### src/rtl/id_exe_stage_reg_pkg.sv
`default_nettype none
// ============================================================================
// Module      : id_exe_stage_reg_pkg
// Description : Shared widths, opcodes and branch codes for the ID/EXE
//               pipeline register, plus its per-edge action decode.
// Revision    : 1.0 - initial release
// ============================================================================
package id_exe_stage_reg_pkg;

    localparam int c_WORD_LEN    = 32;
    localparam int c_EXE_CMD_LEN = 4;
    localparam int c_REG_IDX_LEN = 5;
    localparam int c_BRANCH_LEN  = 2;

    localparam logic [c_EXE_CMD_LEN-1:0] c_EXE_NO_OPERATION = 4'd0;

    localparam logic [c_BRANCH_LEN-1:0] c_COND_NONE = 2'd0;
    localparam logic [c_BRANCH_LEN-1:0] c_COND_BEZ  = 2'd1;
    localparam logic [c_BRANCH_LEN-1:0] c_COND_BNE  = 2'd2;

    typedef enum logic [1:0] {
        ACT_LOAD   = 2'd0,
        ACT_BUBBLE = 2'd1,
        ACT_FLUSH  = 2'd2,
        ACT_HOLD   = 2'd3
    } stage_act_e;

    // Freeze beats flush, flush beats a hazard bubble.
    function automatic stage_act_e stage_action(input logic freeze,
                                                input logic flush,
                                                input logic hazard);
        if (freeze) return ACT_HOLD;
        if (flush)  return ACT_FLUSH;
        if (hazard) return ACT_BUBBLE;
        return ACT_LOAD;
    endfunction

endpackage
`default_nettype wire

### src/rtl/id_exe_stage_reg_if.sv
`default_nettype none
// ============================================================================
// Module      : id_exe_stage_reg_if
// Description : ID-side fields, pipeline control and EXE-side registered
//               fields of the ID/EXE pipeline register.
// Revision    : 1.0 - initial release
// ============================================================================
interface id_exe_stage_reg_if
    import id_exe_stage_reg_pkg::*;
#(
    parameter int WORD_LEN    = c_WORD_LEN,
    parameter int EXE_CMD_LEN = c_EXE_CMD_LEN,
    parameter int CNT_LEN     = 16
);
    logic                   freeze;
    logic                   flush;
    logic                   hazard_detected;

    logic [WORD_LEN-1:0]    PC_in, val1_in, val2_in, imm_in;
    logic [4:0]             src1_in, src2_in, dest_in;
    logic [EXE_CMD_LEN-1:0] EXE_CMD_in;
    logic                   MEM_R_EN_in, MEM_W_EN_in, WB_EN_in, is_imm_in, ST_or_BNE_in;
    logic [1:0]             branch_comm_in;

    logic [WORD_LEN-1:0]    PC_out, val1_out, val2_out, imm_out;
    logic [4:0]             src1_out, src2_out, dest_EXE;
    logic [EXE_CMD_LEN-1:0] EXE_CMD_out;
    logic                   MEM_R_EN_EXE, MEM_W_EN_EXE, WB_EN_EXE, is_imm_out, ST_or_BNE_out;
    logic [1:0]             branch_comm_out;
    logic [CNT_LEN-1:0]     bubble_cnt, flush_cnt;

    modport master (
        output freeze, flush, hazard_detected,
        output PC_in, val1_in, val2_in, imm_in, src1_in, src2_in, dest_in,
        output EXE_CMD_in, MEM_R_EN_in, MEM_W_EN_in, WB_EN_in, is_imm_in,
        output ST_or_BNE_in, branch_comm_in,
        input  PC_out, val1_out, val2_out, imm_out, src1_out, src2_out, dest_EXE,
        input  EXE_CMD_out, MEM_R_EN_EXE, MEM_W_EN_EXE, WB_EN_EXE, is_imm_out,
        input  ST_or_BNE_out, branch_comm_out, bubble_cnt, flush_cnt
    );

    modport slave (
        input  freeze, flush, hazard_detected,
        input  PC_in, val1_in, val2_in, imm_in, src1_in, src2_in, dest_in,
        input  EXE_CMD_in, MEM_R_EN_in, MEM_W_EN_in, WB_EN_in, is_imm_in,
        input  ST_or_BNE_in, branch_comm_in,
        output PC_out, val1_out, val2_out, imm_out, src1_out, src2_out, dest_EXE,
        output EXE_CMD_out, MEM_R_EN_EXE, MEM_W_EN_EXE, WB_EN_EXE, is_imm_out,
        output ST_or_BNE_out, branch_comm_out, bubble_cnt, flush_cnt
    );
endinterface
`default_nettype wire

### src/rtl/id_exe_stage_reg_pipe_reg.sv
`default_nettype none
// ============================================================================
// Module      : pipe_reg
// Description : Parameterised pipeline register with synchronous active-low
//               reset, load enable and synchronous clear to CLR_VALUE.
// Revision    : 1.0 - initial release
// ============================================================================
module pipe_reg #(
    parameter int               WIDTH     = 1,
    parameter logic [WIDTH-1:0] CLR_VALUE = '0
) (
    input  wire logic             clk,
    input  wire logic             rst,
    input  wire logic             en,
    input  wire logic             clr,
    input  wire logic [WIDTH-1:0] d,
    output logic      [WIDTH-1:0] q
);
    logic [WIDTH-1:0] r_q;

    // Clear only takes effect when enabled, so a stall also holds a pending clear off.
    always_ff @(posedge clk) begin
        if (!rst) begin
            r_q <= '0;
        end else if (en) begin
            if (clr) r_q <= CLR_VALUE;
            else     r_q <= d;
        end
    end

    assign q = r_q;

endmodule
`default_nettype wire

### src/rtl/id_exe_stage_reg.sv
`default_nettype none
// ============================================================================
// Module      : id_exe_stage_reg
// Description : ID/EXE pipeline register with bubble insertion, branch flush,
//               global freeze and saturating bubble/flush event counters.
// Revision    : 1.0 - initial release
// ============================================================================
module id_exe_stage_reg
    import id_exe_stage_reg_pkg::*;
#(
    parameter int WORD_LEN    = c_WORD_LEN,
    parameter int EXE_CMD_LEN = c_EXE_CMD_LEN,
    parameter int CNT_LEN     = 16
) (
    input  wire logic          clk,
    input  wire logic          rst,
    id_exe_stage_reg_if.slave  bus
);
    localparam int c_CTRL_W = 3*c_REG_IDX_LEN + EXE_CMD_LEN + c_BRANCH_LEN + 5;
    localparam int c_DATA_W = 4*WORD_LEN;

    // Indices are cleared with the control bits so a bubble never looks like an EXE hazard.
    localparam logic [c_CTRL_W-1:0] c_CTRL_CLR = {
        {(3*c_REG_IDX_LEN){1'b0}},
        EXE_CMD_LEN'(c_EXE_NO_OPERATION),
        c_COND_NONE,
        5'b0
    };
    localparam logic [CNT_LEN-1:0] c_CNT_MAX = {CNT_LEN{1'b1}};

    logic [c_CTRL_W-1:0] w_ctrl_d, w_ctrl_q;
    logic [c_DATA_W-1:0] w_data_d, w_data_q;
    logic                w_en, w_clr;
    stage_act_e          w_act;
    logic [CNT_LEN-1:0]  r_bubble_cnt, r_flush_cnt;

    assign w_en  = ~bus.freeze;
    assign w_clr = bus.flush | bus.hazard_detected;
    assign w_act = stage_action(bus.freeze, bus.flush, bus.hazard_detected);

    assign w_ctrl_d = {bus.src1_in, bus.src2_in, bus.dest_in, bus.EXE_CMD_in,
                       bus.branch_comm_in, bus.MEM_R_EN_in, bus.MEM_W_EN_in,
                       bus.WB_EN_in, bus.is_imm_in, bus.ST_or_BNE_in};
    assign w_data_d = {bus.PC_in, bus.val1_in, bus.val2_in, bus.imm_in};

    pipe_reg #(
        .WIDTH     (c_CTRL_W),
        .CLR_VALUE (c_CTRL_CLR)
    ) u_ctrl_reg (
        .clk (clk),
        .rst (rst),
        .en  (w_en),
        .clr (w_clr),
        .d   (w_ctrl_d),
        .q   (w_ctrl_q)
    );

    pipe_reg #(
        .WIDTH     (c_DATA_W),
        .CLR_VALUE ('0)
    ) u_data_reg (
        .clk (clk),
        .rst (rst),
        .en  (w_en),
        .clr (1'b0),
        .d   (w_data_d),
        .q   (w_data_q)
    );

    assign {bus.src1_out, bus.src2_out, bus.dest_EXE, bus.EXE_CMD_out,
            bus.branch_comm_out, bus.MEM_R_EN_EXE, bus.MEM_W_EN_EXE,
            bus.WB_EN_EXE, bus.is_imm_out, bus.ST_or_BNE_out} = w_ctrl_q;
    assign {bus.PC_out, bus.val1_out, bus.val2_out, bus.imm_out} = w_data_q;

    // A combined flush+hazard edge is counted as a flush only.
    always_ff @(posedge clk) begin
        if (!rst) begin
            r_bubble_cnt <= '0;
            r_flush_cnt  <= '0;
        end else begin
            if (w_act == ACT_FLUSH && r_flush_cnt != c_CNT_MAX)
                r_flush_cnt <= r_flush_cnt + 1'b1;
            if (w_act == ACT_BUBBLE && r_bubble_cnt != c_CNT_MAX)
                r_bubble_cnt <= r_bubble_cnt + 1'b1;
        end
    end

    assign bus.bubble_cnt = r_bubble_cnt;
    assign bus.flush_cnt  = r_flush_cnt;

endmodule
`default_nettype wire

### src/flat_wrapper.sv
// flat-port wrapper written by rule: the top's interface ports become plain ports
module id_exe_stage_reg_flat import id_exe_stage_reg_pkg::*;
#(
    parameter int WORD_LEN    = c_WORD_LEN,
    parameter int EXE_CMD_LEN = c_EXE_CMD_LEN,
    parameter int CNT_LEN     = 16
)
  (clk, rst, bus_freeze, bus_flush, bus_hazard_detected, bus_PC_in, bus_val1_in, bus_val2_in, bus_imm_in, bus_src1_in, bus_src2_in, bus_dest_in, bus_EXE_CMD_in, bus_MEM_R_EN_in, bus_MEM_W_EN_in, bus_WB_EN_in, bus_is_imm_in, bus_ST_or_BNE_in, bus_branch_comm_in, bus_PC_out, bus_val1_out, bus_val2_out, bus_imm_out, bus_src1_out, bus_src2_out, bus_dest_EXE, bus_EXE_CMD_out, bus_MEM_R_EN_EXE, bus_MEM_W_EN_EXE, bus_WB_EN_EXE, bus_is_imm_out, bus_ST_or_BNE_out, bus_branch_comm_out, bus_bubble_cnt, bus_flush_cnt);
  id_exe_stage_reg_if #(.WORD_LEN(WORD_LEN), .EXE_CMD_LEN(EXE_CMD_LEN), .CNT_LEN(CNT_LEN)) bus_i ();
  input  wire logic clk;
  input  wire logic rst;
  input wire logic [$bits(bus_i.freeze)-1:0] bus_freeze;
  input wire logic [$bits(bus_i.flush)-1:0] bus_flush;
  input wire logic [$bits(bus_i.hazard_detected)-1:0] bus_hazard_detected;
  input wire logic [$bits(bus_i.PC_in)-1:0] bus_PC_in;
  input wire logic [$bits(bus_i.val1_in)-1:0] bus_val1_in;
  input wire logic [$bits(bus_i.val2_in)-1:0] bus_val2_in;
  input wire logic [$bits(bus_i.imm_in)-1:0] bus_imm_in;
  input wire logic [$bits(bus_i.src1_in)-1:0] bus_src1_in;
  input wire logic [$bits(bus_i.src2_in)-1:0] bus_src2_in;
  input wire logic [$bits(bus_i.dest_in)-1:0] bus_dest_in;
  input wire logic [$bits(bus_i.EXE_CMD_in)-1:0] bus_EXE_CMD_in;
  input wire logic [$bits(bus_i.MEM_R_EN_in)-1:0] bus_MEM_R_EN_in;
  input wire logic [$bits(bus_i.MEM_W_EN_in)-1:0] bus_MEM_W_EN_in;
  input wire logic [$bits(bus_i.WB_EN_in)-1:0] bus_WB_EN_in;
  input wire logic [$bits(bus_i.is_imm_in)-1:0] bus_is_imm_in;
  input wire logic [$bits(bus_i.ST_or_BNE_in)-1:0] bus_ST_or_BNE_in;
  input wire logic [$bits(bus_i.branch_comm_in)-1:0] bus_branch_comm_in;
  output wire logic [$bits(bus_i.PC_out)-1:0] bus_PC_out;
  output wire logic [$bits(bus_i.val1_out)-1:0] bus_val1_out;
  output wire logic [$bits(bus_i.val2_out)-1:0] bus_val2_out;
  output wire logic [$bits(bus_i.imm_out)-1:0] bus_imm_out;
  output wire logic [$bits(bus_i.src1_out)-1:0] bus_src1_out;
  output wire logic [$bits(bus_i.src2_out)-1:0] bus_src2_out;
  output wire logic [$bits(bus_i.dest_EXE)-1:0] bus_dest_EXE;
  output wire logic [$bits(bus_i.EXE_CMD_out)-1:0] bus_EXE_CMD_out;
  output wire logic [$bits(bus_i.MEM_R_EN_EXE)-1:0] bus_MEM_R_EN_EXE;
  output wire logic [$bits(bus_i.MEM_W_EN_EXE)-1:0] bus_MEM_W_EN_EXE;
  output wire logic [$bits(bus_i.WB_EN_EXE)-1:0] bus_WB_EN_EXE;
  output wire logic [$bits(bus_i.is_imm_out)-1:0] bus_is_imm_out;
  output wire logic [$bits(bus_i.ST_or_BNE_out)-1:0] bus_ST_or_BNE_out;
  output wire logic [$bits(bus_i.branch_comm_out)-1:0] bus_branch_comm_out;
  output wire logic [$bits(bus_i.bubble_cnt)-1:0] bus_bubble_cnt;
  output wire logic [$bits(bus_i.flush_cnt)-1:0] bus_flush_cnt;
  assign bus_i.freeze = bus_freeze;
  assign bus_i.flush = bus_flush;
  assign bus_i.hazard_detected = bus_hazard_detected;
  assign bus_i.PC_in = bus_PC_in;
  assign bus_i.val1_in = bus_val1_in;
  assign bus_i.val2_in = bus_val2_in;
  assign bus_i.imm_in = bus_imm_in;
  assign bus_i.src1_in = bus_src1_in;
  assign bus_i.src2_in = bus_src2_in;
  assign bus_i.dest_in = bus_dest_in;
  assign bus_i.EXE_CMD_in = bus_EXE_CMD_in;
  assign bus_i.MEM_R_EN_in = bus_MEM_R_EN_in;
  assign bus_i.MEM_W_EN_in = bus_MEM_W_EN_in;
  assign bus_i.WB_EN_in = bus_WB_EN_in;
  assign bus_i.is_imm_in = bus_is_imm_in;
  assign bus_i.ST_or_BNE_in = bus_ST_or_BNE_in;
  assign bus_i.branch_comm_in = bus_branch_comm_in;
  assign bus_PC_out = bus_i.PC_out;
  assign bus_val1_out = bus_i.val1_out;
  assign bus_val2_out = bus_i.val2_out;
  assign bus_imm_out = bus_i.imm_out;
  assign bus_src1_out = bus_i.src1_out;
  assign bus_src2_out = bus_i.src2_out;
  assign bus_dest_EXE = bus_i.dest_EXE;
  assign bus_EXE_CMD_out = bus_i.EXE_CMD_out;
  assign bus_MEM_R_EN_EXE = bus_i.MEM_R_EN_EXE;
  assign bus_MEM_W_EN_EXE = bus_i.MEM_W_EN_EXE;
  assign bus_WB_EN_EXE = bus_i.WB_EN_EXE;
  assign bus_is_imm_out = bus_i.is_imm_out;
  assign bus_ST_or_BNE_out = bus_i.ST_or_BNE_out;
  assign bus_branch_comm_out = bus_i.branch_comm_out;
  assign bus_bubble_cnt = bus_i.bubble_cnt;
  assign bus_flush_cnt = bus_i.flush_cnt;
  id_exe_stage_reg #(.WORD_LEN(WORD_LEN), .EXE_CMD_LEN(EXE_CMD_LEN), .CNT_LEN(CNT_LEN)) u_core (.clk(clk), .rst(rst), .bus(bus_i));
endmodule
### config.mk
export PLATFORM = sky130hd
export DESIGN_NAME = id_exe_stage_reg_flat
export DESIGN_NICKNAME = d
export VERILOG_FILES = /design/src/rtl/id_exe_stage_reg_pkg.sv /design/src/rtl/id_exe_stage_reg_if.sv /design/src/rtl/id_exe_stage_reg_pipe_reg.sv /design/src/rtl/id_exe_stage_reg.sv /design/src/flat_wrapper.sv
export SDC_FILE = /design/constraint.sdc
export NUM_CORES = 1
export LEC_CHECK = 0
export BUFFER_PORTS_ARGS = -buffer_cell sky130_fd_sc_hd__buf_2
export CORE_MARGIN = 5
export CORE_UTILIZATION = 46
export DETAILED_ROUTE_END_ITERATION = 7
export PLACE_DENSITY_LB_ADDON = 0.1
export SLEW_MARGIN = 30
export SYNTH_ARGS = -nofsm -noshare
export SYNTH_HDL_FRONTEND = slang
export SYNTH_SLANG_ARGS = --single-unit
### constraint.sdc
create_clock -name clk -period 2.08 [get_ports clk]
set_clock_uncertainty 0.05 [all_clocks]
set_input_delay 0.416 -clock clk [delete_from_list [all_inputs] [get_ports clk]]
set_output_delay 0.416 -clock clk [all_outputs]
set_load 0.05 [all_outputs]
==> results.txt <==
The first detailed-routing pass took 7 iterations. Setup violations remaining at the end of the flow were counted as 0. The tools report the highest ir drop seen on vdd as 0.666 mV. Entering global routing, the biggest net connects 86 pins.

The y dimension of the die works out to 133 um. At the end of routability-driven placement, the weighted congestion stood at 0.782. The worst-margin pin slew came out at 477 ps.

For this design, the sink count on the clock tree is 186. Walking the worst path, the cells encountered are ha_1 -> and4_1 -> nand3_1 -> or4_1 -> a21oi_1. Once detailed placement completed, the half-perimeter wirelength came to 15300 um.

Setup repair after global routing left no endpoint under its margin. In the final layout, the share of cells above drive strength 1 is 38.6%. In the synthesized netlist, the number of instances is 685.

The die covers 0.0177 sq mm. In this run the tightest slew margin relative to its limit is 68.2%. The path class of the lowest-slack min-delay path was primary input to flip-flop. The CTS H-tree depth came out at 4.

The floorplan has 45 rows. For the all-layer global routing usage, the log shows 22.4%. The tools report the kind of launch point of the worst setup path as a flip-flop.

The critical path is of the flip-flop to flip-flop type. The clock period could shrink to 1830 ps. The share of synthesized area in the top cell type comes to 53.6%. The global-route wire length before repair was 31600 um; the fraction of registers with async set/reset was 0%. In the synthesized netlist, the cells that appear most often are 186 x sky130_fd_sc_hd__dfxtp_1, 157 x sky130_fd_sc_hd__nor2_1, 131 x sky130_fd_sc_hd__mux2i_1, 26 x sky130_fd_sc_hd__a22oi_1, 23 x sky130_fd_sc_hd__a21oi_1. The cell sitting at the root of the clock tree is a sky130_fd_sc_hd__clkbuf_16. The family with the most delay on the worst path is simple AND/OR/NAND/NOR gates.

The most used flip-flop cell after synthesis is sky130_fd_sc_hd__dfxtp_1. In the routed design, unresolved DRC markers number 0. Port buffer count: 344. The tools report the number of global-route vias before repair as 5934.

Across the run, the number of max-cap violations was 0. Count of cells resized by post-cts repair: 0. Summed over all instances, the cell type with the most area after synthesis is sky130_fd_sc_hd__dfxtp_1. The detailed-route via count was 6081; the leakage dissipation was 4.78 nW. Count of buffers added by post-CTS timing repair for setup: 0. Global-route congestion overflow total: 0. Library cell contributing the largest single delay on the critical path: sky130_fd_sc_hd__or4_1.

The logs give 218 ps for the worst slack at placement and 329 for the initial detailed-routing violation count. Counting flops and latches in the post-synthesis netlist gives 186. STA puts the critical path data required time at 2380 ps. The run finished with clean final reports. The average cell area after synthesis was 10.1 sq um; the number of buffers added by the clock tree synthesis step was 17. In the post-synthesis netlist, the cell with the most instances is sky130_fd_sc_hd__dfxtp_1.

Sorting the synthesized cells by area gives the leading types as sky130_fd_sc_hd__dfxtp_1 54%, sky130_fd_sc_hd__mux2i_1 19%, sky130_fd_sc_hd__nor2_1 8.5%. For this run, the top clock speed supported by timing is 0.547 GHz. In this run the power density over the cells is 875 mW/mm^2.

Total wirelength of the detailed-routed design: 20600 um. For the worst setup path, the data arrival time is 2130 ps. The slack of the critical path is 251 ps. In this run, synthesis inferred 0 flip-flops with an integrated enable. In this run the deepest clock path goes through 2 buffers.

When the netlist entered floorplanning its net count stood at 846. The count of yosys warnings during synthesis is 0. The count of distinct cell types in the synthesized netlist is 40. The count of boundary I/O pins is 345. In the final timing run, aggregate negative setup slack is 0 ps. The initial utilization of the core area, before any placement, comes to 46.4%.

Once detail routing completed, the nets flagged for antenna violations numbered 0. After the last flow step, the layout net total stands at 1180. The core region is 0.0150 sq mm.

Top fanout value on the critical path: 6. The clock input transition at the sequential cells of the worst setup and hold paths works out to 60 ps. The number of failing hold endpoints at the final stage is 0, and the width of the die is 133 um.

The share of the clock period used by the worst path is 87.9%, and the portion of the post-synthesis area used by sequential elements is 53.6%. The minimum setup slack among reg-to-reg paths was 250 ps. TritonCTS built the clock tree. After filler insertion, the fill cell instance count of the layout stands at 1340. Dividing the detail-routed wire length by the instance count gives 16.9 um.

Summing every instance area after synthesis gives 0.00694 sq mm. For the clock latency of the later-clocked register in the worst-skew pair, the log shows 420 ps. The area added between synthesis and finish works out to 35.8%. The cts-stage hold buffer count is 0. After detailed routing, the number of vias per cell comes to 4.99. The tools report the type of destination of the critical path as a flip-flop. In this design, the stage delay of the slowest critical-path cell is 510 ps. The count of pins over their slew limit is 0.

The critical path contains buffers and inverters numbering 0 combined. Number of antenna violations at the first check in global routing: 1.
[cell families after synthesis]
kind of cell,share of synthesized area (%)
simple gates,15.8
flops,53.6
mux,18.9
compound gates,7.98
buf+inv,3.23
fa+ha+maj,0.360
xor+xnor,0.126
[area by class of cell]
type / count / area [sq um] / area share, %
sequential: 186 / 3730 / 39.5
multi-input combinational: 451 / 3000 / 31.8
timing repair buffer: 359 / 1890 / 20.1
clock buffer: 21 / 460 / 4.88
tap: 188 / 235 / 2.49
clock inverter: 8 / 96.3 / 1.02
inverter: 4 / 17.5 / 0.186
antenna: 1 / 2.50 / 0.0265
[final timing paths]
path / to / from / cells after the start
setup / recovery: u_core.bus.flush_cnt[10]$_SDFFE_PN0P_ / u_core.bus.flush_cnt[0]$_SDFFE_PN0P_ / 5
hold / removal: u_core.u_ctrl_reg.q[11]$_SDFFE_PN0N_ / bus_dest_in[0] / 3
setup reg to reg: u_core.bus.flush_cnt[10]$_SDFFE_PN0P_ / u_core.bus.flush_cnt[0]$_SDFFE_PN0P_ / 5
hold reg to reg: u_core.u_data_reg.q[90]$_SDFFE_PN0N_ / u_core.u_data_reg.q[90]$_SDFFE_PN0N_ / 2
[layer usage]
| metal | up-vias | GRT usage, % | share of wire, % |
|---|---|---|---|
| met5 | - | 0 | 0.063 |
| met4 | 2 | 5.48 | 1.5 |
| met3 | 23 | 8.37 | 7.4 |
| met2 | 189 | 39.5 | 51 |
| met1 | 2799 | 25.7 | 40 |
| li1 | 3068 | - | - |
[metrics by stage]
stage | instance area [sq um] | hold slack, ps | power, mW | utilization [%] | std cells
floorplan | 6950 | 510 | 4.81 | - | 685
global placement | 8870 | 418 | 5.22 | 59.2 | 1188
detailed placement | 8870 | 429 | 5.23 | 59.2 | 1188
CTS | 9430 | 160 | 8.33 | 63.0 | 1217
global route | 9430 | 165 | 8.57 | 63.0 | 1217
finish | 9430 | 175 | 8.26 | 63.0 | 1218
[sequential cells by signal (all words and copies together) (netlist names)]
signal and flops:
u_core.bus.flush_cnt 16, u_core.u_data_reg.q 128, u_core.bus.bubble_cnt 16, u_core.u_ctrl_reg.q 26
[power by group]
group	total (mW)	switching, mW	internal (mW)
Clock	3.11	1.30	1.81
Sequential	3.81	0.0827	3.73
Combinational	1.34	0.933	0.402
Total	8.26	2.32	5.94
[tightest hold or removal path, stage by stage]
cell	delay (ps)
sky130_fd_sc_hd__buf_2	80
sky130_fd_sc_hd__a22oi_1	50
sky130_fd_sc_hd__nor2_1	70
[cell usage in the layout, fill, tap and decap left out, types with 3 or more instances in the layout]
cell type,instances
sky130_fd_sc_hd__clkbuf_16,17
sky130_fd_sc_hd__a22oi_1,26
sky130_fd_sc_hd__nand2_1,11
sky130_fd_sc_hd__o21a_1,3
sky130_fd_sc_hd__buf_12,4
sky130_fd_sc_hd__nand3_1,11
sky130_fd_sc_hd__or3_1,10
sky130_fd_sc_hd__inv_1,3
sky130_fd_sc_hd__dfxtp_1,184
sky130_fd_sc_hd__clkinv_2,4
sky130_fd_sc_hd__clkbuf_8,3
sky130_fd_sc_hd__o21ai_0,11
sky130_fd_sc_hd__a21oi_1,23
sky130_fd_sc_hd__buf_4,11
sky130_fd_sc_hd__o31ai_1,11
sky130_fd_sc_hd__and4_1,4
sky130_fd_sc_hd__buf_2,343
sky130_fd_sc_hd__or4_1,12
sky130_fd_sc_hd__nand2b_1,3
sky130_fd_sc_hd__nor2_1,157
sky130_fd_sc_hd__mux2i_1,131
sky130_fd_sc_hd__nand4_1,11
(Power assumes the default switching activity.)
